[src/rtl/writeback_unit_pkg.sv]
// Shared types and encodings for the RV32I writeback stage.
package tejas_wb_pkg;

  localparam int unsigned XLEN  = 32;
  localparam int unsigned REG_W = 5;
  localparam int unsigned SRC_W = 2;
  localparam int unsigned F3_W  = 3;

  typedef enum logic [1:0] {
    ST_IDLE     = 2'd0,
    ST_MEM_REQ  = 2'd1,
    ST_MEM_WAIT = 2'd2,
    ST_WRITE    = 2'd3
  } wb_state_e;

  // Result source encodings; 2'b11 is reserved and handled as ALU.
  localparam logic [SRC_W-1:0] WB_ALU  = 2'b00;
  localparam logic [SRC_W-1:0] WB_LOAD = 2'b01;
  localparam logic [SRC_W-1:0] WB_PC4  = 2'b10;

  localparam logic [F3_W-1:0] F3_LB  = 3'b000;
  localparam logic [F3_W-1:0] F3_LH  = 3'b001;
  localparam logic [F3_W-1:0] F3_LW  = 3'b010;
  localparam logic [F3_W-1:0] F3_LBU = 3'b100;
  localparam logic [F3_W-1:0] F3_LHU = 3'b101;

  // Load context kept while the memory access is outstanding.
  typedef struct packed {
    logic             wen;
    logic [REG_W-1:0] rd;
    logic [F3_W-1:0]  funct3;
    logic [1:0]       addr_lo;
  } wb_load_ctx_t;

  // True when the funct3 is a legal load and the address is naturally aligned.
  function automatic logic load_ok(input logic [F3_W-1:0] f3, input logic [1:0] addr_lo);
    logic ok;
    case (f3)
      F3_LB, F3_LBU: ok = 1'b1;
      F3_LH, F3_LHU: ok = ~addr_lo[0];
      F3_LW:         ok = (addr_lo == 2'b00);
      default:       ok = 1'b0;
    endcase
    return ok;
  endfunction

endpackage

[src/rtl/writeback_unit_if.sv]
// Execute request, data-memory read and register-file write bundle.
// slave: the writeback unit; master: its environment (execute, memory, RF).
interface writeback_unit_if;
  import tejas_wb_pkg::*;

  logic                  req_valid;
  logic                  req_ready;
  logic [SRC_W-1:0]      req_src;
  logic                  req_wen;
  logic [REG_W-1:0]      req_rd;
  logic [XLEN-1:0]       req_result;
  logic [XLEN-1:0]       req_pc;
  logic [F3_W-1:0]       req_funct3;

  logic                  mem_req_valid;
  logic                  mem_req_ready;
  logic [XLEN-1:0]       mem_req_addr;
  logic                  mem_rsp_valid;
  logic [XLEN-1:0]       mem_rsp_data;

  logic                  rf_we;
  logic [REG_W-1:0]      rf_rd_addr;
  logic [XLEN-1:0]       rf_rd_data;
  logic                  wb_done;
  logic                  load_fault;

  modport slave (
    input  req_valid, req_src, req_wen, req_rd, req_result, req_pc, req_funct3,
    input  mem_req_ready, mem_rsp_valid, mem_rsp_data,
    output req_ready, mem_req_valid, mem_req_addr,
    output rf_we, rf_rd_addr, rf_rd_data, wb_done, load_fault
  );

  modport master (
    output req_valid, req_src, req_wen, req_rd, req_result, req_pc, req_funct3,
    output mem_req_ready, mem_rsp_valid, mem_rsp_data,
    input  req_ready, mem_req_valid, mem_req_addr,
    input  rf_we, rf_rd_addr, rf_rd_data, wb_done, load_fault
  );

endinterface

[src/rtl/writeback_unit_load_align.sv]
// Combinational load lane select and sign/zero extension.
module load_align
  import tejas_wb_pkg::*;
(
  input  logic [XLEN-1:0] word_i,
  input  logic [1:0]      addr_lo_i,
  input  logic [F3_W-1:0] funct3_i,
  output logic [XLEN-1:0] data_o
);

  logic [XLEN-1:0] lane;

  // Shift the addressed byte/half down to bit 0, then extend per funct3.
  always_comb begin
    lane   = word_i >> {addr_lo_i, 3'b000};
    data_o = lane;
    case (funct3_i)
      F3_LB:   data_o = {{24{lane[7]}}, lane[7:0]};
      F3_LH:   data_o = {{16{lane[15]}}, lane[15:0]};
      F3_LBU:  data_o = {24'h000000, lane[7:0]};
      F3_LHU:  data_o = {16'h0000, lane[15:0]};
      default: data_o = lane;
    endcase
  end

endmodule

[src/rtl/writeback_unit.sv]
// Writeback stage: optional data-memory read, load alignment, single-cycle RF write.
module writeback_unit
  import tejas_wb_pkg::*;
#(
  parameter int unsigned TIMEOUT_CYCLES = 255
) (
  input  logic         clock,
  input  logic         reset_n,
  writeback_unit_if.slave bus
);

  localparam int unsigned CNT_W = (TIMEOUT_CYCLES > 0) ? $clog2(TIMEOUT_CYCLES + 1) : 1;
  localparam logic [CNT_W-1:0] CNT_LIMIT = CNT_W'(TIMEOUT_CYCLES);

  wb_state_e        state_q, state_d;
  wb_load_ctx_t     ctx_q, ctx_d;
  logic [CNT_W-1:0] cnt_q, cnt_d;
  logic             mem_req_valid_q, mem_req_valid_d;
  logic [XLEN-1:0]  mem_req_addr_q, mem_req_addr_d;
  logic             rf_we_q, rf_we_d;
  logic [REG_W-1:0] rf_rd_addr_q, rf_rd_addr_d;
  logic [XLEN-1:0]  rf_rd_data_q, rf_rd_data_d;
  logic             wb_done_q, wb_done_d;
  logic             load_fault_q, load_fault_d;
  logic [XLEN-1:0]  load_data;

  load_align u_load_align (
    .word_i    (bus.mem_rsp_data),
    .addr_lo_i (ctx_q.addr_lo),
    .funct3_i  (ctx_q.funct3),
    .data_o    (load_data)
  );

  // Next-state and registered-output logic; WRITE-cycle outputs are loaded on the edge entering WRITE.
  always_comb begin
    state_d         = state_q;
    ctx_d           = ctx_q;
    cnt_d           = cnt_q;
    mem_req_valid_d = mem_req_valid_q;
    mem_req_addr_d  = mem_req_addr_q;
    rf_we_d         = 1'b0;
    rf_rd_addr_d    = rf_rd_addr_q;
    rf_rd_data_d    = rf_rd_data_q;
    wb_done_d       = 1'b0;
    load_fault_d    = 1'b0;

    case (state_q)
      ST_IDLE: begin
        if (bus.req_valid) begin
          ctx_d.wen     = bus.req_wen;
          ctx_d.rd      = bus.req_rd;
          ctx_d.funct3  = bus.req_funct3;
          ctx_d.addr_lo = bus.req_result[1:0];
          if (bus.req_src == WB_LOAD) begin
            if (load_ok(bus.req_funct3, bus.req_result[1:0])) begin
              state_d         = ST_MEM_REQ;
              mem_req_valid_d = 1'b1;
              mem_req_addr_d  = {bus.req_result[XLEN-1:2], 2'b00};
            end else begin
              // Misaligned or illegal load: retire with fault, no memory access.
              state_d      = ST_WRITE;
              wb_done_d    = 1'b1;
              load_fault_d = 1'b1;
              rf_rd_addr_d = bus.req_rd;
              rf_rd_data_d = '0;
            end
          end else begin
            state_d      = ST_WRITE;
            wb_done_d    = 1'b1;
            rf_we_d      = bus.req_wen & (bus.req_rd != '0);
            rf_rd_addr_d = bus.req_rd;
            rf_rd_data_d = (bus.req_src == WB_PC4) ? (bus.req_pc + 32'd4) : bus.req_result;
          end
        end
      end

      ST_MEM_REQ: begin
        if (bus.mem_req_ready) begin
          state_d         = ST_MEM_WAIT;
          mem_req_valid_d = 1'b0;
          cnt_d           = '0;
        end
      end

      ST_MEM_WAIT: begin
        // A response in the limit cycle takes priority over the timeout.
        if (bus.mem_rsp_valid) begin
          state_d      = ST_WRITE;
          wb_done_d    = 1'b1;
          rf_we_d      = ctx_q.wen & (ctx_q.rd != '0);
          rf_rd_addr_d = ctx_q.rd;
          rf_rd_data_d = load_data;
        end else if ((TIMEOUT_CYCLES != 0) && (cnt_q == CNT_LIMIT)) begin
          state_d      = ST_WRITE;
          wb_done_d    = 1'b1;
          load_fault_d = 1'b1;
          rf_rd_addr_d = ctx_q.rd;
          rf_rd_data_d = '0;
        end else begin
          cnt_d = cnt_q + CNT_W'(1);
        end
      end

      ST_WRITE: begin
        state_d = ST_IDLE;
      end

      default: begin
        state_d = ST_IDLE;
      end
    endcase
  end

  // State and output registers.
  always_ff @(posedge clock or negedge reset_n) begin
    if (!reset_n) begin
      state_q         <= ST_IDLE;
      ctx_q           <= '0;
      cnt_q           <= '0;
      mem_req_valid_q <= 1'b0;
      mem_req_addr_q  <= '0;
      rf_we_q         <= 1'b0;
      rf_rd_addr_q    <= '0;
      rf_rd_data_q    <= '0;
      wb_done_q       <= 1'b0;
      load_fault_q    <= 1'b0;
    end else begin
      state_q         <= state_d;
      ctx_q           <= ctx_d;
      cnt_q           <= cnt_d;
      mem_req_valid_q <= mem_req_valid_d;
      mem_req_addr_q  <= mem_req_addr_d;
      rf_we_q         <= rf_we_d;
      rf_rd_addr_q    <= rf_rd_addr_d;
      rf_rd_data_q    <= rf_rd_data_d;
      wb_done_q       <= wb_done_d;
      load_fault_q    <= load_fault_d;
    end
  end

  assign bus.req_ready     = (state_q == ST_IDLE);
  assign bus.mem_req_valid = mem_req_valid_q;
  assign bus.mem_req_addr  = mem_req_addr_q;
  assign bus.rf_we         = rf_we_q;
  assign bus.rf_rd_addr    = rf_rd_addr_q;
  assign bus.rf_rd_data    = rf_rd_data_q;
  assign bus.wb_done       = wb_done_q;
  assign bus.load_fault    = load_fault_q;

endmodule

[src/flat_wrapper.sv]
// flat-port wrapper written by rule: the top's interface ports become plain ports
module writeback_unit_flat import tejas_wb_pkg::*;
#(
  parameter int unsigned TIMEOUT_CYCLES = 255
)
  (clock, reset_n, bus_req_valid, bus_req_src, bus_req_wen, bus_req_rd, bus_req_result, bus_req_pc, bus_req_funct3, bus_mem_req_ready, bus_mem_rsp_valid, bus_mem_rsp_data, bus_req_ready, bus_mem_req_valid, bus_mem_req_addr, bus_rf_we, bus_rf_rd_addr, bus_rf_rd_data, bus_wb_done, bus_load_fault);
  writeback_unit_if bus_i ();
  input  logic clock;
  input  logic reset_n;
  input wire logic [$bits(bus_i.req_valid)-1:0] bus_req_valid;
  input wire logic [$bits(bus_i.req_src)-1:0] bus_req_src;
  input wire logic [$bits(bus_i.req_wen)-1:0] bus_req_wen;
  input wire logic [$bits(bus_i.req_rd)-1:0] bus_req_rd;
  input wire logic [$bits(bus_i.req_result)-1:0] bus_req_result;
  input wire logic [$bits(bus_i.req_pc)-1:0] bus_req_pc;
  input wire logic [$bits(bus_i.req_funct3)-1:0] bus_req_funct3;
  input wire logic [$bits(bus_i.mem_req_ready)-1:0] bus_mem_req_ready;
  input wire logic [$bits(bus_i.mem_rsp_valid)-1:0] bus_mem_rsp_valid;
  input wire logic [$bits(bus_i.mem_rsp_data)-1:0] bus_mem_rsp_data;
  output wire logic [$bits(bus_i.req_ready)-1:0] bus_req_ready;
  output wire logic [$bits(bus_i.mem_req_valid)-1:0] bus_mem_req_valid;
  output wire logic [$bits(bus_i.mem_req_addr)-1:0] bus_mem_req_addr;
  output wire logic [$bits(bus_i.rf_we)-1:0] bus_rf_we;
  output wire logic [$bits(bus_i.rf_rd_addr)-1:0] bus_rf_rd_addr;
  output wire logic [$bits(bus_i.rf_rd_data)-1:0] bus_rf_rd_data;
  output wire logic [$bits(bus_i.wb_done)-1:0] bus_wb_done;
  output wire logic [$bits(bus_i.load_fault)-1:0] bus_load_fault;
  assign bus_i.req_valid = bus_req_valid;
  assign bus_i.req_src = bus_req_src;
  assign bus_i.req_wen = bus_req_wen;
  assign bus_i.req_rd = bus_req_rd;
  assign bus_i.req_result = bus_req_result;
  assign bus_i.req_pc = bus_req_pc;
  assign bus_i.req_funct3 = bus_req_funct3;
  assign bus_i.mem_req_ready = bus_mem_req_ready;
  assign bus_i.mem_rsp_valid = bus_mem_rsp_valid;
  assign bus_i.mem_rsp_data = bus_mem_rsp_data;
  assign bus_req_ready = bus_i.req_ready;
  assign bus_mem_req_valid = bus_i.mem_req_valid;
  assign bus_mem_req_addr = bus_i.mem_req_addr;
  assign bus_rf_we = bus_i.rf_we;
  assign bus_rf_rd_addr = bus_i.rf_rd_addr;
  assign bus_rf_rd_data = bus_i.rf_rd_data;
  assign bus_wb_done = bus_i.wb_done;
  assign bus_load_fault = bus_i.load_fault;
  writeback_unit #(.TIMEOUT_CYCLES(TIMEOUT_CYCLES)) u_core (.clock(clock), .reset_n(reset_n), .bus(bus_i));
endmodule
[config.mk]
export PLATFORM = sky130hd
export DESIGN_NAME = writeback_unit_flat
export DESIGN_NICKNAME = d
export VERILOG_FILES = /design/src/rtl/writeback_unit_pkg.sv /design/src/rtl/writeback_unit_if.sv /design/src/rtl/writeback_unit_load_align.sv /design/src/rtl/writeback_unit.sv /design/src/flat_wrapper.sv
export SDC_FILE = /design/constraint.sdc
export NUM_CORES = 1
export LEC_CHECK = 0
export ABC_AREA = 1
export CORE_ASPECT_RATIO = 2
export CORE_MARGIN = 1
export CORE_UTILIZATION = 48
export DETAILED_ROUTE_END_ITERATION = 16
export PLACE_DENSITY_LB_ADDON = 0.2
export SYNTH_ARGS = -nofsm -noshare
export SYNTH_HDL_FRONTEND = slang
export SYNTH_SLANG_ARGS = --single-unit
export TNS_END_PERCENT = 1
[constraint.sdc]
create_clock -name clock -period 2.2 [get_ports clock]
set_clock_uncertainty 0.15 [all_clocks]
set_input_delay 0.66 -clock clock [delete_from_list [all_inputs] [get_ports clock]]
set_output_delay 0.66 -clock clock [all_outputs]
set_load 0.02 [all_outputs]
# Yosys cells after proc, flatten, opt, wreduce, memory -nomap -nowiden
# Index checks and enable logic that the tools add are counted.
# classes
n_eq_ne	21
n_shift	1
muxes	48
addsub	2
n_bitwise	3
reduce_logical	17
# op_table
cell	n
2-to-1 mux 32 bit	6
case mux 32 bit (4 select lines)	1
case mux 32 bit (2 select lines)	1
adder 32 x 3 -> 32 bit (second input constant)	1
right shift 32 x 5 -> 32 bit	1
2-to-1 mux 5 bit	5
2-to-1 mux 8 bit	3
2-to-1 mux 1 bit	18
case mux 8 bit (2 select lines)	1
== test 3 bit (second input constant)	4
2-to-1 mux 2 bit	6
AND reduction 4 bit	3
case mux 5 bit (2 select lines)	1
nonzero test 5 bit	2
adder 8 x 1 -> 8 bit (second input constant)	1
== test 8 bit (second input constant)	1
!= test 2 bit (second input constant)	4
case mux 1 bit (2 select lines)	4
case mux 2 bit (4 select lines)	1
== test 2 bit (second input constant)	3
== test 3 x 1 -> 1 bit (second input constant)	2
logical NOT 3 bit	2
nonzero test 2 bit	3
AND reduction 5 bit	1
other kinds (12)	17
# word_totals
register_bits	92
wordCells	105
in_bits	112

# Logic depth before layout (Yosys ltp)
# logic_depth
ltp_word	10
depth_mapped	12
depth_no_buf	10

# Modules after synthesis
# Synthesis repeated with hierarchy kept, for this count alone.
# unflattened
cells_unflattened	977
area_unflattened_um2	6470.0
# modules_own_cells
module	area_each_um2	cells_per_inst	instances
writeback_unit	5549.1	819	1
load_align	920.9	158	1

# Least setup slack after synthesis
# Ideal clock, no wire load.
# synth_timing
path_kind	flip-flop to flip-flop
startpoint	register u_core.state_q[0]
endpoint	register u_core.mem_req_addr_q[2] (netlist: u_core.bus.mem_req_addr[2])
slack_ns	0.221
n_path_buf	1
setup_ns	0.125
synth_period_minus_slack_ns	1.979
path_stages_with_launch	8
t_arrival_ns	1.703
cell_sequence	dfrtp_1 > inv_1 > ha_1 > nand2_1 > inv_2 > nand2_1 > buf_2 > mux2_4
# synth_between
elab_chain_cells	2
# synth_lines
item	line_no	rtl
start, declared	writeback_unit.sv:15	wb_state_e state_q, state_d;
start signal, assigned	writeback_unit.sv:128	state_q <= state_d;
logical NOT 2 bit	--	
via bus_req_ready	flat_wrapper.sv:20	output wire logic [$bits(bus_i.req_ready)-1:0] bus_req_ready;
AND reduction 4 bit (no source line)	--	
end signal, assigned	writeback_unit.sv:132	mem_req_addr_q <= mem_req_addr_d;
end, declared	writeback_unit.sv:19	logic [XLEN-1:0] mem_req_addr_q, mem_req_addr_d;
# The timed path passes the listed nets, and every way through them passes these cells.
# A chain may end at the register's enable or synchronous reset.

# Final worst setup path
# layout_timing
startpoint	input port bus_req_pc[20]
endpoint	register u_core.rf_rd_data_q[21] (netlist: u_core.bus.rf_rd_data[21])
# layout_between
elab_chain_cells	5
# layout_lines
item	line_no	rtl
start, declared	flat_wrapper.sv:15	input wire logic [$bits(bus_i.req_pc)-1:0] bus_req_pc;
adder 32 x 3 -> 32 bit	writeback_unit.sv:72	rf_rd_data_d = (bus.req_src == WB_PC4) ? (bus.req_pc + 32'd4) : bus.req_result;
2-to-1 mux 32 bit	writeback_unit.sv:72	
2-to-1 mux 32 bit	writeback_unit.sv:54	if (bus.req_src == WB_LOAD) begin
2-to-1 mux 32 bit	writeback_unit.sv:49	if (bus.req_valid) begin
case mux 32 bit (2 select lines)	writeback_unit.sv:47	case (state_q)
end signal, assigned	writeback_unit.sv:135	rf_rd_data_q <= rf_rd_data_d;
end, declared	writeback_unit.sv:22	logic [XLEN-1:0] rf_rd_data_q, rf_rd_data_d;
# No other way between the ends. The select of a mux whose other input is x is not followed.

==> flow_summary_export.csv <==
group,metric,value,unit
routing,drt_wl_total,22600,µm
logic_synthesis,netlist.area_leader.share,0.369,
logic_synthesis,syn_area,6250,µm²
place,place_congestion,1.04,
logic_synthesis,post_synth.cell_area_avg,6.47,µm²
worst_setup_path,critPathRequiredTime,2330,ps
routing,drt_first_pass_iters,5,
place,placed_area,8820,µm²
clocking,hold_buffers,0,
sta,hold_slack,20.4,ps
routing,viasPerCell,5.25,
run_status,status,"finished, final reports clean",
worst_hold_path,hold_class,"in -> async",
logic_synthesis,yosys.area.top_type,"dfrtp_1",
die,die_h,163,µm
grt,grt-ovfl-total,0,
routing,drtIter0Drc,561,
routing,met3WireLength,926,µm
clocking,cts_buffers,9,
clocking,htree_levels,3,
logic_synthesis,yosysWarnings,0,
clocking,root_buffer,"clkbuf_16",
grt,grt.total_usage,0.344,
worst_setup_path,critPathCaptureType,"flip-flop",
logic_synthesis,synth.area.top_cells,"dfrtp_1 (37%), nand2_1 (21%), o21ai_0 (6.2%)",
die,core_area,12600,µm²
power,internal-power,6260,µW
die,die_w,82.7,µm
power,power_frac_comb,0.603,
cells_and_area,syn2layout_area_growth,48.4,%
clocking,cts.clk_slew.worst_paths,70,ps
routing,wl_met2,12200,µm
power,power.share.sequential,0.253,
job,cap_viol_max_count,0,
sta,grt_setup_unrepaired,"true",
cells_and_area,final_nets,1330,
cells_and_area,fin_area,9270,µm²
routing,ant_nets,0,
sta,min_period_over_period,0.988,
logic_synthesis,synth_cell_type_count,38,
power,clockPowerShare,0.143,
die,std_cell_rows,58,
routing,top_layer_used,"met4",
worst_setup_path,critPathMaxFanout,3,
sta,setup_viol,0,
sta,maxSlewViolCount,0,
power,switching_share,0.451,
grt,grt_pass1_vias,6939,
place,io_buffer_count,183,
power,power_density,1230,nW/µm²
worst_setup_path,start_kind,"input pin",
place,place_hpwl,18000,µm
routing,post-route-drc-count,0,
sta,min_period,2170,ps
routing,vias,7186,
clocking,clk-insertion-delay-late,350,ps
power,p_leak,0.00451,µW
power,vdd_ir_drop_max,0.805,mV
logic_synthesis,ys_ff_latch,92,
worst_setup_path,path_class,"in -> reg",
die,initial_utilization,0.495,
die,dieArea,13500,µm²
logic_synthesis,seq_area_frac_synth,0.369,
sta,fmax,0.460,GHz
grt,antenna_found_initial,0,
grt,grt_pass1_wl,33900,µm
logic_synthesis,synth_cells,965,
cells_and_area,mostFrequentLayoutCells,"nand2_1 (343), clkdlybuf4s50_1 (176), inv_1 (98), dfrtp_1 (92)",
clocking,cts_tree,"yes",
sta,setup_tns,0,ps
cells_and_area,final_cells,1368,
grt,grt_max_degree,51,
sta,hold_violations,0,
clocking,clockBufferDepth,2,
cells_and_area,n_antenna_cell,0,
die,io_pins,186,
place,placed_cells,1347,
clocking,clkSinkCount,92,
power,p_total,11400,µW
cells_and_area,drive_gt1_frac,0.136,
routing,post_drt_wl_per_cell,16.5,µm
worst_setup_path,arrival,2300,ps
routing,met1_length,7910,µm
cells_and_area,final_common_cell,"nand2_1",
power,power.switching,5150,µW
## worst max-delay path: stages
cell,delay (ps)
clkdlybuf4s50_1,580
nand2_1,130
nor2_1,160
nand2_1,130
nor2_1,250
nand3_1,100
nand3_1,100
nand2_1,60
a21oi_1,130
## sequential cells by signal (all words and copies together) (netlist names), 2 cells and up
| name | count |
|---|---|
| u_core.bus.rf_rd_data | 32 |
| u_core.bus.mem_req_addr | 30 |
| u_core.ctx_q | 11 |
| u_core.cnt_q | 8 |
| u_core.bus.rf_rd_addr | 5 |
| u_core.state_q | 2 |
## logic make-up (layout without fill, tap and decap cells)
kind of cell,after synthesis,after routing,synth area share
compound gates,169,169,0.148
xor+xnor,7,7,0.00981
other cells,1,2,0.000600
simple gates,540,540,0.355
fa+ha+maj,5,5,0.0100
flops,92,92,0.369
mux,1,1,0.00240
buf+inv,150,402,0.105
## worst paths after layout
path,slack [ps],endpoint,start,cells past startpoint
worst max-delay path,30,u_core.bus.rf_rd_data[21]$_DFFE_PN0P_,bus_req_pc[20],9
worst min-delay path,20,u_core.bus.rf_rd_addr[4]$_DFFE_PN0P_,reset_n,1
worst max register to register,150,u_core.bus.rf_rd_data[19]$_DFFE_PN0P_,u_core.state_q[0]$_DFFE_PN0P_,12
worst min register to register,330,u_core.bus.rf_rd_data[10]$_DFFE_PN0P_,u_core.bus.rf_rd_data[10]$_DFFE_PN0P_,2
max in group asynchronous,1330,u_core.bus.mem_req_addr[27]$_DFFE_PN0P_,reset_n,2
min in group clock,330,u_core.bus.rf_rd_data[10]$_DFFE_PN0P_,u_core.bus.rf_rd_data[10]$_DFFE_PN0P_,2
## timing repair
item / CTS / global route
gates resized for setup: 3 / 36
setup endpoints to repair: 2 / 58
buffers inserted: 0 / 4
pin swaps: 0 / 3
cloned: 0 / 1
endpoints found under the hold margin: 0 / 0
## power groups by stage
stage                     logic, µW  registers, µW  clock network (µW)
after floorplan                3290           3520                   0
after global placement         6480           2900                   0
after detailed placement       6600           2910                   0
after CTS                      6620           2890                1650
after global routing           7510           2980                1730
final                          6880           2890                1630
## through the flow
| stage | util | setup WS [ps] |
|---|---|---|
| floorplan | - | 221 |
| global placement | 0.699 | -389 |
| detailed placement | 0.699 | -407 |
| CTS | 0.723 | 0.294 |
| global route | 0.734 | -47.1 |
| finish | 0.734 | 26.3 |
## routing by layer
metal	vias up	GRT usage
met2	274	0.625
met3	79	0.0391
met5	-	0
met4	0	0.232
li1	3550	-
met1	3283	0.349
## cell type report
class	instances	area, µm²
multi-input cells	724	3370
fillers	1047	3360
repair buffers	281	2710
flip-flops and latches	92	2300
inverters	105	404
clock buffers	9	225
well taps	150	188
clock inverters	7	80.1
## synthesized netlist by cell type
cell and count:
nand3_1 70, dfrtp_1 92, clkbuf_1 17, xor2_1 3
o21bai_1 1, nand4_1 5, ha_1 5, nor2_1 99
inv_4 2, nor2_4 1, nor2_2 3, a21oi_2 9
inv_2 5, nor3_1 4, nand2_2 1, nand2_1 347
xnor2_1 4, inv_1 98, buf_1 3, nand3b_1 1
a32o_1 1, nor2_8 1, o21ai_0 77, nand3_2 1
a21oi_1 54, o31ai_1 1, o211ai_1 9, or2_2 4
buf_6 6, nand2_4 1, o21ai_1 5, conb_1 1
buf_2 12, o22ai_1 1, mux2_4 1, nand3_4 2
a31oi_1 11, buf_4 7
Power figures use the tool's default switching activity.
